$ cat config.mk
export PLATFORM = sky130hd
export DESIGN_NAME = iddr_deser4_flat
export DESIGN_NICKNAME = d
export VERILOG_FILES = /design/src/rtl/iddr_deser4_if.sv /design/src/rtl/iddr_deser4.sv /design/src/flat_wrapper.sv
export SDC_FILE = /design/constraint.sdc
export NUM_CORES = 1
export LEC_CHECK = 0
export BUFFER_PORTS_ARGS = -buffer_cell sky130_fd_sc_hd__buf_2
export CAP_MARGIN = 40
export CORE_AREA = 2 2 39 41
export CTS_BUF_LIST = sky130_fd_sc_hd__clkbuf_4 sky130_fd_sc_hd__clkbuf_8
export DETAILED_ROUTE_END_ITERATION = 12
export DIE_AREA = 0 0 41 43
export PLACE_DENSITY = 0.66
export RECOVER_POWER = 50
export SLEW_MARGIN = 40
export SYNTH_ARGS = -nofsm -noshare
export SYNTH_HDL_FRONTEND = slang
export SYNTH_SLANG_ARGS = --single-unit
$ cat constraint.sdc
create_clock -name C -period 1.6 [get_ports C]
set_clock_uncertainty 0.15 [all_clocks]
set_input_delay 0.24 -clock C [delete_from_list [all_inputs] [get_ports C]]
set_output_delay 0.24 -clock C [all_outputs]
set_load 0.01 [all_outputs]
$ cat src/rtl/iddr_deser4_if.sv
// iddr_deser4 pin-side bundle.
// Serial data in, capture pair and packed word out.
interface iddr_deser4_if;

   logic       D;
   logic       BITSLIP;
   logic       Q1;
   logic       Q2;
   logic [3:0] WORD;
   logic       WORD_VLD;

   modport master (
      output D,
      output BITSLIP,
      input  Q1,
      input  Q2,
      input  WORD,
      input  WORD_VLD
   );

   modport slave (
      input  D,
      input  BITSLIP,
      output Q1,
      output Q2,
      output WORD,
      output WORD_VLD
   );

endinterface

$ cat src/rtl/iddr_deser4.sv
// iddr_deser4: DDR input capture cell with 1:4 gearbox.
// BITSLIP moves the word boundary one bit per accepted pulse.
module iddr_deser4 #(
   parameter string DDR_CLK_MODE  = "OPPOSITE_EDGE",
   parameter logic  IS_C_INVERTED = 1'b0,
   parameter logic  IS_D_INVERTED = 1'b0,
   parameter logic  SRVAL         = 1'b0
) (
   input logic          C,
   input logic          SR,
   iddr_deser4_if.slave io
);

   localparam bit MODE_OPP  =
      (DDR_CLK_MODE == "OPPOSITE_EDGE");
   localparam bit MODE_PIPE =
      (DDR_CLK_MODE == "SAME_EDGE_PIPELINED");

   logic       w_clk;
   logic       d_in;

   logic       rr;
   logic       rf;
   logic       q1_r;
   logic       q2_r;

   logic [2:0] hist;
   logic       phase;
   logic       off;
   logic [1:0] hold;
   logic [3:0] word_r;
   logic       vld_r;

   logic [1:0] pair;
   logic [4:0] hist_nxt;
   logic [3:0] word_sel;
   logic       slip_ok;
   logic       slip_wrap;
   logic [1:0] hold_nxt;

   assign w_clk = C ^ IS_C_INVERTED;
   assign d_in  = io.D ^ IS_D_INVERTED;

   // fall-domain sample: D on the falling edge
   always_ff @(negedge w_clk) begin
      if (SR) begin
         rf <= SRVAL;
      end else begin
         rf <= d_in;
      end
   end

   // rise-domain capture and Q1/Q2 presentation
   always_ff @(posedge w_clk) begin
      if (SR) begin
         rr   <= SRVAL;
         q1_r <= SRVAL;
         q2_r <= SRVAL;
      end else begin
         rr   <= d_in;
         q1_r <= MODE_PIPE ? rr : d_in;
         q2_r <= rf;
      end
   end

   // gearbox pair is always the aligned previous rise/fall pair
   always_comb begin
      pair      = {rr, rf};
      hist_nxt  = {hist, pair};
      word_sel  = off ? hist_nxt[4:1]
                      : hist_nxt[3:0];
      slip_ok   = io.BITSLIP && (hold == 2'd0);
      slip_wrap = slip_ok && off;
      hold_nxt  = 2'd0;
      if (slip_ok) begin
         hold_nxt = 2'd2;
      end else if (hold != 2'd0) begin
         hold_nxt = hold - 2'd1;
      end
   end

   // bit history and emit phase; a wrap slip holds phase
   always_ff @(posedge w_clk) begin
      if (SR) begin
         hist  <= 3'd0;
         phase <= 1'b0;
      end else begin
         hist <= hist_nxt[2:0];
         if (!slip_wrap) begin
            phase <= ~phase;
         end
      end
   end

   // word output uses the offset in force before any slip
   always_ff @(posedge w_clk) begin
      if (SR) begin
         word_r <= 4'd0;
         vld_r  <= 1'b0;
      end else if (phase) begin
         word_r <= word_sel;
         vld_r  <= 1'b1;
      end else begin
         vld_r  <= 1'b0;
      end
   end

   // bitslip acceptance with a two-rise lockout
   always_ff @(posedge w_clk) begin
      if (SR) begin
         off  <= 1'b0;
         hold <= 2'd0;
      end else begin
         hold <= hold_nxt;
         if (slip_ok) begin
            off <= ~off;
         end
      end
   end

   assign io.Q1       = q1_r;
   assign io.Q2       = MODE_OPP ? rf : q2_r;
   assign io.WORD     = word_r;
   assign io.WORD_VLD = vld_r;

endmodule
$ cat src/flat_wrapper.sv
// flat-port wrapper written by rule: the top's interface ports become plain ports
module iddr_deser4_flat 
#(
   parameter string DDR_CLK_MODE  = "             ",
   parameter logic  IS_C_INVERTED = 1'b0,
   parameter logic  IS_D_INVERTED = 1'b0,
   parameter logic  SRVAL         = 1'b0
)
  (C, SR, io_D, io_BITSLIP, io_Q1, io_Q2, io_WORD, io_WORD_VLD);
  iddr_deser4_if io_i ();
  input logic C;
  input logic SR;
  input wire logic [$bits(io_i.D)-1:0] io_D;
  input wire logic [$bits(io_i.BITSLIP)-1:0] io_BITSLIP;
  output wire logic [$bits(io_i.Q1)-1:0] io_Q1;
  output wire logic [$bits(io_i.Q2)-1:0] io_Q2;
  output wire logic [$bits(io_i.WORD)-1:0] io_WORD;
  output wire logic [$bits(io_i.WORD_VLD)-1:0] io_WORD_VLD;
  assign io_i.D = io_D;
  assign io_i.BITSLIP = io_BITSLIP;
  assign io_Q1 = io_i.Q1;
  assign io_Q2 = io_i.Q2;
  assign io_WORD = io_i.WORD;
  assign io_WORD_VLD = io_i.WORD_VLD;
  iddr_deser4 #(.DDR_CLK_MODE(DDR_CLK_MODE), .IS_C_INVERTED(IS_C_INVERTED), .IS_D_INVERTED(IS_D_INVERTED), .SRVAL(SRVAL)) u_core (.C(C), .SR(SR), .io(io_i));
endmodule
==> Yosys cells after proc, flatten, opt, wreduce, memory -nomap -nowiden <==
Index checks and enable logic that the tools add are counted.
{ "totals": {"regBits": 15, "latch_bits": 0, "ramBits": 0, "mem_bits_ro": 0, "in_bits": 4, "output_inout_bits": 7, "elab_cells": 24, "memories": 0} }
{ "op_classes": {"addsub": 1, "n_mul": 0, "n_div": 0, "n_lt_le_gt_ge": 0, "n_eq_ne": 0, "n_shift": 0, "n_mux": 5, "bitwise": 3, "n_reduce_logical": 5} }
{ "op_table": {"columns": ["cell", "count"], "rows": [
  ["$mux W2", 2],
  ["$mux W4", 1],
  ["$not A1 Y1", 3],
  ["$reduce_or A3 Y1", 1],
  ["$logic_and A1 B1 Y1", 2],
  ["$logic_not A2 Y1", 1],
  ["$mux W1", 2],
  ["$reduce_bool A2 Y1", 1],
  ["$sub A2 B1 Y2 const B", 1]
]} }

==> Logic depth before layout (Yosys ltp) <==
{ "logic_depth": {"depth_word": 3, "mapped_depth": 3, "mapped_depth_nobuf": 2} }

==> results.ini <==
[run_status]
outcome=complete, but fails checks
violations=setup timing

[placement]
place.gp.congestion=0.737
dp_slack_ns=-0.0279
post_dp_cell_area_um2=566
port_buffers=10
dp_cells=70
dp_hpwl_um=564

[finish]
area_delta_synth_final_pct=19.0
diodes=0
nNetsFinal=63
fillers=145
drive_above_1_share=0.259
finalNonFillerCells=74
design_area_um2=588

[global_routing]
grt_overflow_total=0
grt_pass1_wl_um=1370
track_usage=0.118
grt_max_degree=14
grtUsageMet3=0.0471
grtUsageMet1=0.147
busiest_layer=met2
first_global_vias=327
grt_use_met2=0.159
antenna_found_initial=0

[synthesis]
ys_seq_area_frac=0.567
synth-seq-cells=14
synthCells=45
syn_avg_cell_area_um2=11.0
yosys-top-cells-area=dfxtp_1 (57%), mux2i_1 (8.1%), nor2b_1 (7.6%)
yosys_warnings=0
synth.distinct_cells=15
yosys.area.top_type=dfxtp_1
synth_top_area_frac=0.567
netlist_area_um2=494
synth_fp_nets=49

[clocking]
cts_made_buffers=3
clkSlewWorstSetupHoldPaths_ns=0.07
clk_latency_ns=0.33
htreeDepth=1
post_cts_buffers=0
cts_hold_buf=0
clockBufferDepth=2
cts_tree=built
clock-root-buffer=clkbuf_4
cts.sinks=14

[power]
ir_worst_vdd_mv=0.495
power_density_mw_per_mm2=1160
p_leak_nw=0.253

[sta]
worst_pin_slew_ns=0.316
final-setup-viol-count=1
hold_viol=0
setup_ws_ns=-0.0496
slew_headroom=0.789
rsz0062_at_grt=yes
drv_slew=0

[die]
core-area_mm2=0.00138
start_util=0.357
dieArea_mm2=0.00176
die_w_um=41
io_pins=11
rows=14
die_h_um=43

[routing]
drcViolationCount=0
drt-initial-drc-count=2
wire_per_inst_um=10.5
vias_per_cell=4.72
vias=349
routed_wl_um=778
detail-route-antenna-nets=0
dr.pass1.iters=2

[setup_path]
critical_path_required_ns=1.64
cp-end-kind=flip-flop
cp_max_fo=2
critical_path_arrival_ns=1.69
startpoint_type=flip-flop
critPathKind=flip-flop to flip-flop

[flow_run]
cap_violations=0

[min_path]
hp-class=input pin to flip-flop

[synthesized netlist by cell type]
master	count
a211oi_1	4
a21oi_1	1
and4bb_1	1
buf_2	2
clkbuf_1	1
dfxtp_1	14
inv_1	1
mux2_1	1
mux2_4	1
mux2i_1	4
nand2_1	1
nor2_1	6
nor2b_1	6
nor3b_1	1
or3b_4	1
[power breakdown]
group | leakage (nW) | total [mW] | internal, mW | switching, mW
clock network | 0.0207 | 0.202 | 0.0936 | 0.109
registers | 0.116 | 0.395 | 0.375 | 0.0192
logic | 0.117 | 0.0850 | 0.0459 | 0.0391
total | 0.253 | 0.682 | 0.515 | 0.167
[layout make-up]
class | count | area (um^2) | area share
sequential | 14 | 282 | 0.479
multi-input combinational | 27 | 194 | 0.330
clock buffer | 3 | 22.5 | 0.0383
tap | 16 | 20.0 | 0.0340
timing repair buffer | 12 | 62.6 | 0.106
clock inverter | 2 | 7.51 | 0.0128
[layout by cell type, fill, tap and decap left out, types with 2 or more instances in the layout]
master / instances
clkbuf_1: 2
buf_2: 8
mux2i_1: 4
a211oi_1: 4
clkbuf_4: 3
dfxtp_1: 13
buf_4: 2
nor2_1: 6
nor2b_1: 6
[path summary, 6_finish.rpt]
| path | slack (ns) | end | cells past startpoint | start |
|---|---|---|---|---|
| worst max-delay path | -0.05 | u_core.io.WORD[0]$_SDFFE_PP0P_ | 2 | u_core.rf$_DFF_N_ |
| worst min-delay path | 0.07 | u_core.rr$_DFF_P_ | 2 | SR |
| worst max register to register | -0.05 | u_core.io.WORD[0]$_SDFFE_PP0P_ | 2 | u_core.rf$_DFF_N_ |
| worst min register to register | 0.32 | u_core.hold[0]$_SDFF_PP0_ | 1 | u_core.hold[0]$_SDFF_PP0_ |
[registers in the layout (all words and copies together), names as in the netlist]
signal,count
u_core.rf,1
u_core.rr,1
u_core.phase,1
u_core.hist,3
u_core.hold,2
u_core.io.WORD,4
u_core.io.WORD_VLD,1
u_core.off,1
[stage by stage]
stage / total power [mW] / hold WS, ns / util / setup TNS, ns
finish: 0.682 / 0.0726 / 0.425 / -0.0496
global route: 0.729 / 0.0671 / 0.425 / -0.111
CTS: 0.700 / 0.0152 / 0.429 / -0.0605
detailed placement: 0.500 / 0.302 / 0.409 / -0.0279
global placement: 0.497 / 0.295 / 0.409 / 0
floorplan: 0.469 / 0.171 / - / 0
[critical path, cell delays in order, from the launching register on]
cell	delay [ns]
dfxtp_2	0.31
mux2i_1	0.06
a211oi_1	0.19
[cell families (layout without fill, tap and decap cells)]
logic type,after synthesis,count (layout),share of synthesized area
AOI/OAI and AO/OA,5,5,0.0709
muxes,6,6,0.134
buffers and inverters,4,17,0.0354
and+or+nand+nor,16,16,0.192
DFF,14,14,0.567
[layer usage]
layer  share of wire  vias up
met1            0.48      161
met2            0.48       10
li1                -      178
met3           0.044        0
met5               0        -
met4               0        0
[repair_timing]
item / 4_1_cts / 5_1_grt
hold endpoints to repair: 0 / 0
gates resized for setup: 1 / 0
endpoints found under the setup margin: 1 / 1
pin swaps: 1 / 0
No activity file was read; power rests on OpenSTA's default activity.
